File: src/rtl/fir_pkg.sv
// Shared definitions for the FIR AXI-Lite control slice: register map,
// ap_ctrl bit positions and read-FSM encodings.
package fir_pkg;

  localparam int unsigned ADDR_AP_CTRL  = 32'h00;
  localparam int unsigned ADDR_DATA_LEN = 32'h10;
  localparam int unsigned ADDR_TAP_BASE = 32'h80;

  localparam int unsigned AP_START_BIT = 0;
  localparam int unsigned AP_DONE_BIT  = 1;
  localparam int unsigned AP_IDLE_BIT  = 2;
  localparam int unsigned XN_READY_BIT = 4;
  localparam int unsigned YN_VALID_BIT = 5;

  localparam logic [1:0] RIDLE = 2'd0;
  localparam logic [1:0] RADDR = 2'd1;
  localparam logic [1:0] RDATA = 2'd2;

  // Word-aligned byte address inside the tap window of num coefficients.
  function automatic logic is_tap_addr(input logic [31:0] addr, input int unsigned num);
    return (addr[1:0] == 2'b00) && (addr >= ADDR_TAP_BASE) && (addr < ADDR_TAP_BASE + 4 * num);
  endfunction

endpackage

File: src/rtl/fir_axilite_ctrl_if.sv
// AXI-Lite write/read channel bundle between the host and the FIR control slave.
interface fir_axilite_ctrl_if #(
  parameter int unsigned pADDR_WIDTH = 12,
  parameter int unsigned pDATA_WIDTH = 32
);
  logic                   awvalid;
  logic                   awready;
  logic [pADDR_WIDTH-1:0] awaddr;
  logic                   wvalid;
  logic                   wready;
  logic [pDATA_WIDTH-1:0] wdata;
  logic                   arvalid;
  logic                   arready;
  logic [pADDR_WIDTH-1:0] araddr;
  logic                   rvalid;
  logic                   rready;
  logic [pDATA_WIDTH-1:0] rdata;

  modport master (
    output awvalid, awaddr, wvalid, wdata, arvalid, araddr, rready,
    input  awready, wready, arready, rvalid, rdata
  );

  modport slave (
    input  awvalid, awaddr, wvalid, wdata, arvalid, araddr, rready,
    output awready, wready, arready, rvalid, rdata
  );
endinterface

File: src/rtl/fir_axilite_rd.sv
// AXI-Lite read channel: RIDLE -> RADDR -> RDATA, with the register/tap rdata mux.
module fir_axilite_rd
  import fir_pkg::*;
#(
  parameter int unsigned pADDR_WIDTH = 12,
  parameter int unsigned pDATA_WIDTH = 32,
  parameter int unsigned Tape_Num    = 11
) (
  input  logic                   clk,
  input  logic                   rst,
  input  logic                   arvalid_i,
  output logic                   arready_o,
  input  logic [pADDR_WIDTH-1:0] araddr_i,
  output logic                   rvalid_o,
  input  logic                   rready_i,
  output logic [pDATA_WIDTH-1:0] rdata_o,
  input  logic                   stall_i,
  input  logic                   busy_i,
  input  logic [pDATA_WIDTH-1:0] ctrl_val_i,
  input  logic [pDATA_WIDTH-1:0] len_val_i,
  input  logic [pDATA_WIDTH-1:0] tap_do_i,
  output logic                   bram_req_o,
  output logic [pADDR_WIDTH-1:0] bram_addr_o,
  output logic                   ctrl_ack_o
);

  localparam logic [pADDR_WIDTH-1:0] CtrlAddr = pADDR_WIDTH'(ADDR_AP_CTRL);
  localparam logic [pADDR_WIDTH-1:0] LenAddr  = pADDR_WIDTH'(ADDR_DATA_LEN);
  localparam logic [pADDR_WIDTH-1:0] TapBase  = pADDR_WIDTH'(ADDR_TAP_BASE);

  logic [1:0]             state_q, state_d;
  logic [pADDR_WIDTH-1:0] addr_q, addr_d;
  logic [pDATA_WIDTH-1:0] rdata_q, rdata_d;
  logic                   live_q, live_d;
  logic                   tap_hit;

  assign tap_hit = is_tap_addr(32'(addr_q), Tape_Num);

  always_comb begin
    state_d = state_q;
    addr_d  = addr_q;
    rdata_d = rdata_q;
    live_d  = 1'b0;
    case (state_q)
      RIDLE: begin
        if (arvalid_i) begin
          addr_d  = araddr_i;
          state_d = RADDR;
        end
      end
      RADDR: begin
        // A concurrent write commit owns the BRAM port; retry next cycle.
        if (!stall_i) begin
          state_d = RDATA;
          if (tap_hit) begin
            if (busy_i) rdata_d = '1;
            else        live_d  = 1'b1;
          end else if (addr_q == CtrlAddr) begin
            rdata_d = ctrl_val_i;
          end else if (addr_q == LenAddr) begin
            rdata_d = len_val_i;
          end else begin
            rdata_d = '0;
          end
        end
      end
      RDATA: begin
        // BRAM data is only valid on the first RDATA cycle; hold it afterwards.
        if (live_q)   rdata_d = tap_do_i;
        if (rready_i) state_d = RIDLE;
      end
      default: state_d = RIDLE;
    endcase
  end

  always_ff @(posedge clk) begin
    if (rst) begin
      state_q <= RIDLE;
      addr_q  <= '0;
      rdata_q <= '0;
      live_q  <= 1'b0;
    end else begin
      state_q <= state_d;
      addr_q  <= addr_d;
      rdata_q <= rdata_d;
      live_q  <= live_d;
    end
  end

  assign arready_o   = (state_q == RIDLE);
  assign rvalid_o    = (state_q == RDATA);
  assign rdata_o     = live_q ? tap_do_i : rdata_q;
  assign bram_req_o  = (state_q == RADDR) && tap_hit;
  assign bram_addr_o = addr_q - TapBase;
  assign ctrl_ack_o  = rvalid_o && rready_i && (addr_q == CtrlAddr);

endmodule

File: src/rtl/fir_axilite_ctrl.sv
// AXI-Lite control/config slave for the FIR engine: ap_ctrl, data_length and
// arbitration of the single-port tap BRAM between host and engine.
module fir_axilite_ctrl
  import fir_pkg::*;
#(
  parameter int unsigned pADDR_WIDTH = 12,
  parameter int unsigned pDATA_WIDTH = 32,
  parameter int unsigned Tape_Num    = 11
) (
  input  logic                   clk,
  input  logic                   rst,
  fir_axilite_ctrl_if.slave      axi,
  output logic                   ap_start,
  input  logic                   reset_ap_start,
  input  logic                   ap_done_in,
  input  logic                   xn_ready,
  input  logic                   yn_valid,
  output logic [pDATA_WIDTH-1:0] data_length,
  input  logic [pADDR_WIDTH-1:0] eng_tap_A,
  output logic [pDATA_WIDTH-1:0] eng_tap_Do,
  output logic [3:0]             tap_WE,
  output logic                   tap_EN,
  output logic [pADDR_WIDTH-1:0] tap_A,
  output logic [pDATA_WIDTH-1:0] tap_Di,
  input  logic [pDATA_WIDTH-1:0] tap_Do
);

  localparam logic [pADDR_WIDTH-1:0] CtrlAddr = pADDR_WIDTH'(ADDR_AP_CTRL);
  localparam logic [pADDR_WIDTH-1:0] LenAddr  = pADDR_WIDTH'(ADDR_DATA_LEN);
  localparam logic [pADDR_WIDTH-1:0] TapBase  = pADDR_WIDTH'(ADDR_TAP_BASE);

  logic                   aw_full_q, aw_full_d;
  logic [pADDR_WIDTH-1:0] awaddr_q, awaddr_d;
  logic                   w_full_q, w_full_d;
  logic [pDATA_WIDTH-1:0] wdata_q, wdata_d;
  logic                   ap_start_q, ap_start_d;
  logic                   ap_idle_q, ap_idle_d;
  logic                   ap_done_q, ap_done_d;
  logic [pDATA_WIDTH-1:0] len_q, len_d;

  logic                   commit;
  logic                   busy;
  logic                   ctrl_ack;
  logic                   bram_req;
  logic [pADDR_WIDTH-1:0] bram_addr;
  logic [pDATA_WIDTH-1:0] ctrl_val;

  assign commit = aw_full_q && w_full_q;
  assign busy   = !ap_idle_q;

  assign axi.awready = !aw_full_q;
  assign axi.wready  = !w_full_q;

  always_comb begin
    aw_full_d = aw_full_q;
    awaddr_d  = awaddr_q;
    w_full_d  = w_full_q;
    wdata_d   = wdata_q;
    if (commit) begin
      aw_full_d = 1'b0;
      w_full_d  = 1'b0;
    end else begin
      if (axi.awvalid && !aw_full_q) begin
        aw_full_d = 1'b1;
        awaddr_d  = axi.awaddr;
      end
      if (axi.wvalid && !w_full_q) begin
        w_full_d = 1'b1;
        wdata_d  = axi.wdata;
      end
    end
  end

  always_comb begin
    ap_start_d = ap_start_q;
    ap_idle_d  = ap_idle_q;
    ap_done_d  = ap_done_q;
    len_d      = len_q;
    if (ctrl_ack) ap_done_d = 1'b0;
    if (reset_ap_start || ap_done_in) ap_start_d = 1'b0;
    if (ap_done_in) begin
      ap_done_d = 1'b1;
      ap_idle_d = 1'b1;
    end
    // Control and length writes only land while the engine is idle.
    if (commit && ap_idle_q) begin
      if (awaddr_q == CtrlAddr && wdata_q[AP_START_BIT]) begin
        ap_start_d = 1'b1;
        ap_idle_d  = 1'b0;
      end
      if (awaddr_q == LenAddr) len_d = wdata_q;
    end
  end

  always_comb begin
    ctrl_val               = '0;
    ctrl_val[AP_START_BIT] = ap_start_q;
    ctrl_val[AP_DONE_BIT]  = ap_done_q;
    ctrl_val[AP_IDLE_BIT]  = ap_idle_q;
    ctrl_val[XN_READY_BIT] = xn_ready;
    ctrl_val[YN_VALID_BIT] = yn_valid;
  end

  // BRAM port priority: engine while busy, then host write commit, then host read.
  always_comb begin
    tap_WE = 4'h0;
    tap_EN = 1'b0;
    tap_A  = '0;
    tap_Di = '0;
    if (busy) begin
      tap_EN = 1'b1;
      tap_A  = eng_tap_A;
    end else if (commit && is_tap_addr(32'(awaddr_q), Tape_Num)) begin
      tap_WE = 4'hF;
      tap_EN = 1'b1;
      tap_A  = awaddr_q - TapBase;
      tap_Di = wdata_q;
    end else if (bram_req) begin
      tap_EN = 1'b1;
      tap_A  = bram_addr;
    end
  end

  always_ff @(posedge clk) begin
    if (rst) begin
      aw_full_q  <= 1'b0;
      awaddr_q   <= '0;
      w_full_q   <= 1'b0;
      wdata_q    <= '0;
      ap_start_q <= 1'b0;
      ap_idle_q  <= 1'b1;
      ap_done_q  <= 1'b0;
      len_q      <= '0;
    end else begin
      aw_full_q  <= aw_full_d;
      awaddr_q   <= awaddr_d;
      w_full_q   <= w_full_d;
      wdata_q    <= wdata_d;
      ap_start_q <= ap_start_d;
      ap_idle_q  <= ap_idle_d;
      ap_done_q  <= ap_done_d;
      len_q      <= len_d;
    end
  end

  assign ap_start    = ap_start_q;
  assign data_length = len_q;
  assign eng_tap_Do  = tap_Do;

  fir_axilite_rd #(
    .pADDR_WIDTH (pADDR_WIDTH),
    .pDATA_WIDTH (pDATA_WIDTH),
    .Tape_Num    (Tape_Num)
  ) u_rd (
    .clk         (clk),
    .rst         (rst),
    .arvalid_i   (axi.arvalid),
    .arready_o   (axi.arready),
    .araddr_i    (axi.araddr),
    .rvalid_o    (axi.rvalid),
    .rready_i    (axi.rready),
    .rdata_o     (axi.rdata),
    .stall_i     (commit),
    .busy_i      (busy),
    .ctrl_val_i  (ctrl_val),
    .len_val_i   (len_q),
    .tap_do_i    (tap_Do),
    .bram_req_o  (bram_req),
    .bram_addr_o (bram_addr),
    .ctrl_ack_o  (ctrl_ack)
  );

endmodule

File: src/flat_wrapper.sv
// flat-port wrapper written by rule: the top's interface ports become plain ports
module fir_axilite_ctrl_flat import fir_pkg::*;
#(
  parameter int unsigned pADDR_WIDTH = 12,
  parameter int unsigned pDATA_WIDTH = 32,
  parameter int unsigned Tape_Num    = 11
)
  (clk, rst, ap_start, reset_ap_start, ap_done_in, xn_ready, yn_valid, data_length, eng_tap_A, eng_tap_Do, tap_WE, tap_EN, tap_A, tap_Di, tap_Do, axi_awvalid, axi_awaddr, axi_wvalid, axi_wdata, axi_arvalid, axi_araddr, axi_rready, axi_awready, axi_wready, axi_arready, axi_rvalid, axi_rdata);
  fir_axilite_ctrl_if #(.pADDR_WIDTH(pADDR_WIDTH), .pDATA_WIDTH(pDATA_WIDTH)) axi_i ();
  input  logic clk;
  input  logic rst;
  output logic ap_start;
  input  logic reset_ap_start;
  input  logic ap_done_in;
  input  logic xn_ready;
  input  logic yn_valid;
  output logic [pDATA_WIDTH-1:0] data_length;
  input  logic [pADDR_WIDTH-1:0] eng_tap_A;
  output logic [pDATA_WIDTH-1:0] eng_tap_Do;
  output logic [3:0] tap_WE;
  output logic tap_EN;
  output logic [pADDR_WIDTH-1:0] tap_A;
  output logic [pDATA_WIDTH-1:0] tap_Di;
  input  logic [pDATA_WIDTH-1:0] tap_Do;
  input wire logic [$bits(axi_i.awvalid)-1:0] axi_awvalid;
  input wire logic [$bits(axi_i.awaddr)-1:0] axi_awaddr;
  input wire logic [$bits(axi_i.wvalid)-1:0] axi_wvalid;
  input wire logic [$bits(axi_i.wdata)-1:0] axi_wdata;
  input wire logic [$bits(axi_i.arvalid)-1:0] axi_arvalid;
  input wire logic [$bits(axi_i.araddr)-1:0] axi_araddr;
  input wire logic [$bits(axi_i.rready)-1:0] axi_rready;
  output wire logic [$bits(axi_i.awready)-1:0] axi_awready;
  output wire logic [$bits(axi_i.wready)-1:0] axi_wready;
  output wire logic [$bits(axi_i.arready)-1:0] axi_arready;
  output wire logic [$bits(axi_i.rvalid)-1:0] axi_rvalid;
  output wire logic [$bits(axi_i.rdata)-1:0] axi_rdata;
  assign axi_i.awvalid = axi_awvalid;
  assign axi_i.awaddr = axi_awaddr;
  assign axi_i.wvalid = axi_wvalid;
  assign axi_i.wdata = axi_wdata;
  assign axi_i.arvalid = axi_arvalid;
  assign axi_i.araddr = axi_araddr;
  assign axi_i.rready = axi_rready;
  assign axi_awready = axi_i.awready;
  assign axi_wready = axi_i.wready;
  assign axi_arready = axi_i.arready;
  assign axi_rvalid = axi_i.rvalid;
  assign axi_rdata = axi_i.rdata;
  fir_axilite_ctrl #(.pADDR_WIDTH(pADDR_WIDTH), .pDATA_WIDTH(pDATA_WIDTH), .Tape_Num(Tape_Num)) u_core (.clk(clk), .rst(rst), .axi(axi_i), .ap_start(ap_start), .reset_ap_start(reset_ap_start), .ap_done_in(ap_done_in), .xn_ready(xn_ready), .yn_valid(yn_valid), .data_length(data_length), .eng_tap_A(eng_tap_A), .eng_tap_Do(eng_tap_Do), .tap_WE(tap_WE), .tap_EN(tap_EN), .tap_A(tap_A), .tap_Di(tap_Di), .tap_Do(tap_Do));
endmodule
File: config.mk
export PLATFORM = sky130hd
export DESIGN_NAME = fir_axilite_ctrl_flat
export DESIGN_NICKNAME = d
export VERILOG_FILES = /design/src/rtl/fir_pkg.sv /design/src/rtl/fir_axilite_ctrl_if.sv /design/src/rtl/fir_axilite_rd.sv /design/src/rtl/fir_axilite_ctrl.sv /design/src/flat_wrapper.sv
export SDC_FILE = /design/constraint.sdc
export NUM_CORES = 1
export LEC_CHECK = 0
export ABC_AREA = 1
export BUFFER_PORTS_ARGS = -buffer_cell sky130_fd_sc_hd__buf_2
export CORE_MARGIN = 3
export CORE_UTILIZATION = 53
export DETAILED_ROUTE_END_ITERATION = 10
export GPL_TIMING_DRIVEN = 0
export PLACE_DENSITY = 0.95
export SYNTH_ARGS = -nofsm -noshare
export SYNTH_HDL_FRONTEND = slang
export SYNTH_SLANG_ARGS = --single-unit
File: constraint.sdc
create_clock -name clk -period 2.95 [get_ports clk]
set_input_delay 0.1475 -clock clk [delete_from_list [all_inputs] [get_ports clk]]
set_output_delay 0.1475 -clock clk [all_outputs]
set_load 0.03 [all_outputs]
[Word level (Yosys, flattened, before mapping)]
Cells that the tools add are included.
Widths: inputs -> output; s select.
Word-level totals
  bits in registers: 128
  output and inout port bits: 150
  input port bits: 110
  word-level logic and storage cells: 90
Operators by class
  bitwise gates (word level): 3
  $lt $le $gt $ge: 4
  $add $sub $neg: 2
  eq/ne operators: 8
  reductions and logical operators: 31
  mux-type cells: 30
Operator list (count)
  $mux 32: 8
  $pmux 32 s2: 1
  $mux 12: 3
  $eq 12x5->1 const B: 2
  $ge 12x8->1 const B: 2
  $logic_not 12->1: 2
  $lt 12x8->1 const B: 2
  $sub 12x8->12 const B: 2
  $logic_and 1x1->1: 13
  $mux 1: 12
  $mux 4: 2
  $reduce_and 2->1: 4
  $logic_not 2->1: 3
  $mux 2: 3
  $ne 2x2->1 const B: 3
  $pmux 2 s3: 1
  $reduce_and 3->1: 2
  $reduce_bool 2->1: 2
  $reduce_or 4->1: 1
  $ne 3x3->1 const B: 1
  $not 1->1: 3
  $eq 2x1->1 const B: 1
  $eq 2x2->1 const B: 1
  $logic_not 1->1: 2
  2 further kinds: 2

[Depth between registers and ports, before layout]
  depth after elaboration: 7
  gate-level depth with buffers: 10
  gate-level depth less buffers: 9

[Hierarchy]
A second synthesis with hierarchy kept.
Second synthesis, totals
  cell total of the unflattened synthesis: 1091
  area, all modules: 7385.8 um2
By module, submodules not included
  fir_axilite_ctrl: times used 1, area each 4090.2 um2, cells an instance 627
  fir_axilite_rd: times used 1, area each 3295.7 um2, cells an instance 464

[Worst setup path before layout]
OpenSTA, ideal clock, no wires.
  path type: register to register
  start: reg u_core.u_rd.live_q
  end: reg u_core.u_rd.rdata_q[0]
  cell stages (with the launch flop): 7
  data arrival time: 1.686 ns
  path slack: 1.198 ns
  path buffers: 2
  clock period less this slack: 1.752 ns
  cells stage by stage: dfxtp_1 > buf_4 > buf_2 > o21ai_0 > or2_2 > nand2_1 > a21oi_2
Between the ends
  longest elaborated chain between the ends: 2
RTL lines
  from (decl): RTL line fir_axilite_rd.sv:34  | logic live_q, live_d;
  from (signal assigned): RTL line fir_axilite_rd.sv:86  | live_q <= live_d;
  $mux 32
  via axi_rdata[0]: RTL line flat_wrapper.sv:36  | output wire logic [$bits(axi_i.rdata)-1:0] axi_rdata;
  $pmux 32 s2
  to (signal assigned): RTL line fir_axilite_rd.sv:85  | rdata_q <= rdata_d;
  to (decl): RTL line fir_axilite_rd.sv:33  | logic [pDATA_WIDTH-1:0] rdata_q, rdata_d;
The timed path passes the listed nets, and every way through them passes these cells.
A chain may end at the register's enable or synchronous reset.

[Final worst setup path]
  start: reg u_core.awaddr_q[0]
  end: out tap_WE[3]
Between the ends
  longest elaborated chain between the ends: 6
  elaborated cells on any way between the ends: 8
RTL lines
  from (decl): RTL line fir_axilite_ctrl.sv:33  | logic [pADDR_WIDTH-1:0] awaddr_q, awaddr_d;
  from (signal assigned): RTL line fir_axilite_ctrl.sv:136  | awaddr_q <= awaddr_d;
  $ge 12x8->1 / $logic_not 2->1 (equally long branches): RTL line fir_pkg.sv:21  | return (addr[1:0] == 2'b00) && (addr >= ADDR_TAP_BASE) && (addr < ADDR_TAP_BASE + 4 * num);
  $logic_and 1x1->1: RTL line fir_pkg.sv:21
  $logic_and 1x1->1 (*): RTL line fir_pkg.sv:21
  $logic_and 1x1->1 (*): RTL line fir_axilite_ctrl.sv:113  | end else if (commit && is_tap_addr(32'(awaddr_q), Tape_Num)) begin
  $mux 4 (*): RTL line fir_axilite_ctrl.sv:113
  $mux 4 (*): RTL line fir_axilite_ctrl.sv:110  | if (busy) begin
  to (decl): RTL line flat_wrapper.sv:20  | output logic [3:0] tap_WE;
Every way passes the cells marked *; elsewhere a longest branch is shown, timed or not.

==> metrics.md <==
| Metric | Value |
|---|---|
| Port bufs | `259` |
| Largest net degree at the start of global routing | `17` |
| Max_cap viols | `0` |
| Row count | `40` |
| Setup WS pre-CTS | `1.00 ns` |
| Post-Syn Nets | `1093` |
| Placed cells | `1405` |
| Synthesized instance count | `978` |
| Layout cells sized above 1 | `32.2%` |
| Routed WL | `22.5 mm` |
| Fin Setup TNS | `0 ns` |
| Mean post-synth cell area | `6.88 um2` |
| Crit-path cells | `nor2_1, nand2_1, nor4_2, nand4_1, buf_2, inv_1, buf_4, buf_2` |
| Comb power frac | `40.0%` |
| Most instantiated library cell after synthesis | `nand2_1` |
| Global placer's final weighted congestion | `0.940` |
| Worst rel slew slack | `61.7%` |
| Core Area | `12200 um2` |
| Num CTS Buffers | `17` |
| Post-synth ARST share | `0%` |
| Worst skew pair latency | `0.41 ns` |
| XOR/XNOR Fraction of Synth Area | `0.260%` |
| Synth cell count leaders | `158 x nand2_1, 128 x dfxtp_1, 122 x inv_1` |
| CTS tree | `yes` |
| Post-synthesis mux area share | `0%` |
| PwrDens | `805 nW/um2` |
| Postcts setup bufs | `0` |
| CP endpoint kind | `output pin` |
| Netlist cell types | `36` |
| PnR worst setup slack | `0.463 ns` |
| Sw power | `0.00286 W` |
| CP Buf/Inv Count | `4` |
| Synth area leaders | `dfxtp_1 38%, nand2_1 8.8%, a21oi_1 7.7%` |
| Overall routing resource usage | `30.6%` |
| Root Buffer | `clkbuf_16` |
| DR pass1 iterations | `5` |
| Crit path arrival time | `2.34 ns` |
| Post-synth EDFFs | `0` |
| Gr ovfl total | `0` |
| DIE AREA | `14100 um2` |
| Switching share of power | `39.3%` |
| Hold Slack | `0.0129 ns` |
| Reg clk slew, reported paths | `0.06 ns` |
| Die Y | `119 um` |
| Main combinational cell family by area after synthesis | `simple AND/OR/NAND/NOR gates` |
| Crit-path most repeated cell | `buf_2` |
| Synthesis warning total | `0` |
| Post-synthesis sequential area ratio | `38.1%` |
| Worst Skew | `0.00700 ns` |
| Final #Nets | `1389` |
| Crit-path max cell delay | `0.39 ns` |
| Ys flop type | `dfxtp_1` |
| Synth Area in Compound Gates | `18.4%` |
| Dpl hpwl | `16.4 mm` |
| Crit path time final | `2.49 ns` |
| FF+latch count, synth | `128` |
| Post-CTS Resized | `0` |
| Critical path peak fanout | `10` |
| ANT cells | `0` |
| WP data required | `2.80 ns` |
| Layout Cells excl Fill | `1455` |
| Dpl cell area | `8230 um2` |
| H-tree levels | `4` |
| DRT antenna net count | `0` |
| Routed wire per std cell | `15.4 um` |
| Final hold violation count | `0` |
| CP max-delay cell | `nand4_1` |
| RSZ-0062 raised after global routing | `no` |
| Slew Viols, Final | `0` |
| First-pass GRT wire length | `35.0 mm` |
| Drt drc | `0` |
| Seq pwr share | `28.8%` |
| Starting density of the core | `55.1%` |
| Via count | `7547` |
| Final instance area | `9040 um2` |
| Number of global-route vias before repair | `7093` |
| Post-synthesis adder-cell area fraction | `0.930%` |
| Internal | `0.00442 W` |
| VDD IR-drop max | `0.447 mV` |
| P_leak | `4.52 nW` |
| Measured slew at the worst slew-check pin | `0.572 ns` |
| Drt via density | `5.19` |
| Synth top area share | `38.1%` |
| Crit Path Class | `reg2out` |
| Post-synthesis simple-gate area fraction | `25.7%` |
| Antenna violations before repair | `0` |
| Min-delay worst type | `in2reg` |
| Post-Syn Area | `6730 um2` |
| I/O Pins | `260` |
| Multi-input gate area | `3040 um2` |
| Status | `complete, no violations` |
| Startpoint types | `register` |
| Top delay family on crit path | `simple AND/OR/NAND/NOR gates` |
| Width of the die | `119 um` |
| Highest clock rate | `402 MHz` |
| Layout area overhead | `34.5%` |
| FF+latch area | `2560 um2` |
| Period utilisation layout | `84.3%` |
| Clock power frac | `31.2%` |
| Setup Viol. Count Final | `0` |
| # fillers | `953` |
| Initial drt markers | `653` |
| Leading area contributor after synthesis | `dfxtp_1` |
| Clk buf depth | `2` |
| CTS Sinks | `128` |
-- worst min-delay path, stage by stage --
cell and delay [ns]:
buf_2 0.07, o21ai_0 0.07, a21oi_1 0.10
-- cell type report --
type	count	area share, %
multi-input combinational	630	33.7
sequential	128	28.3
tap	168	2.32
clock buffer	17	4.70
inverter	127	5.33
buffer	93	7.05
clock inverter	15	2.28
timing repair buffer	277	16.3
-- flip-flops by register name, summed over array words and instances, names as in the netlist --
| signal | flops |
|---|---|
| u_core.wdata_q | 32 |
| u_core.u_rd.state_q | 2 |
| u_core.u_rd.rdata_q | 32 |
| u_core.w_full_q | 1 |
| u_core.data_length | 32 |
| u_core.aw_full_q | 1 |
| u_core.ap_idle_q | 1 |
| u_core.awaddr_q | 12 |
| u_core.ap_start | 1 |
| u_core.u_rd.addr_q | 12 |
| u_core.u_rd.live_q | 1 |
| u_core.ap_done_q | 1 |
-- worst paths after layout --
kind	from	endpoint	slack, ns	cells after the start
max	u_core.awaddr_q[0]	tap_WE[3]	0.46	8
min	axi_wdata[10]	u_core.wdata_q[10]	0.01	3
max reg2reg	u_core.u_rd.state_q[0]	u_core.u_rd.rdata_q[13]	1.01	7
min reg2reg	u_core.data_length[14]	u_core.data_length[14]	0.47	2
-- kinds of logic (layout without fill, tap and decap cells) --
group | after synthesis | after routing
AO/OA/AOI/OAI | 238 | 238
XOR/XNOR | 2 | 2
adder cells (fa/ha/maj) | 5 | 5
buffers and inverters | 220 | 529
flip-flops | 128 | 128
AND/OR/NAND/NOR | 385 | 385
-- power by group through the flow --
stage                     clock (W)  combinational (W)  sequential [W]
after floorplan                   0            0.00214         0.00210
final                       0.00227            0.00292         0.00210
after global routing        0.00235            0.00322         0.00211
after CTS                   0.00227            0.00287         0.00209
after detailed placement          0            0.00282         0.00213
after global placement            0            0.00276         0.00211
-- layer usage --
metal	share of wire, %	track usage [%]	up-vias
li1	-	-	3673
met1	39	36.8	3348
met2	49	52.9	447
met3	8.2	6.94	79
met4	3.3	12.0	0
met5	0	0	-
-- per-stage QoR --
stage / total power, W / utilization (%)
4_1_cts: 0.00723 / 74.1
2_1_floorplan: 0.00424 / -
3_5_place_dp: 0.00494 / 67.4
6_report: 0.00728 / 74.1
3_3_place_gp: 0.00487 / 67.4
5_1_grt: 0.00769 / 74.1
-- repair_timing --
| action | CTS | global route |
|---|---|---|
| hold buffers | 18 | 0 |
| hold endpoints to repair | 17 | 0 |
| endpoints found under the setup margin | 0 | 0 |
-- cells in the final DEF, fill, tap and decap left out, types with 17 or more instances in the layout --
cell type and instances:
a21oi_1 104, buf_2 272, buf_4 40, clkbuf_1 22, clkbuf_16 17, dfxtp_1 128
dlygate4sd3_1 18, inv_1 122, nand2_1 158, nand3_1 52, nor2_1 120, o21ai_0 96
o21ai_1 28, or2_2 24
Note: power is estimated with default switching activity, not from simulation.
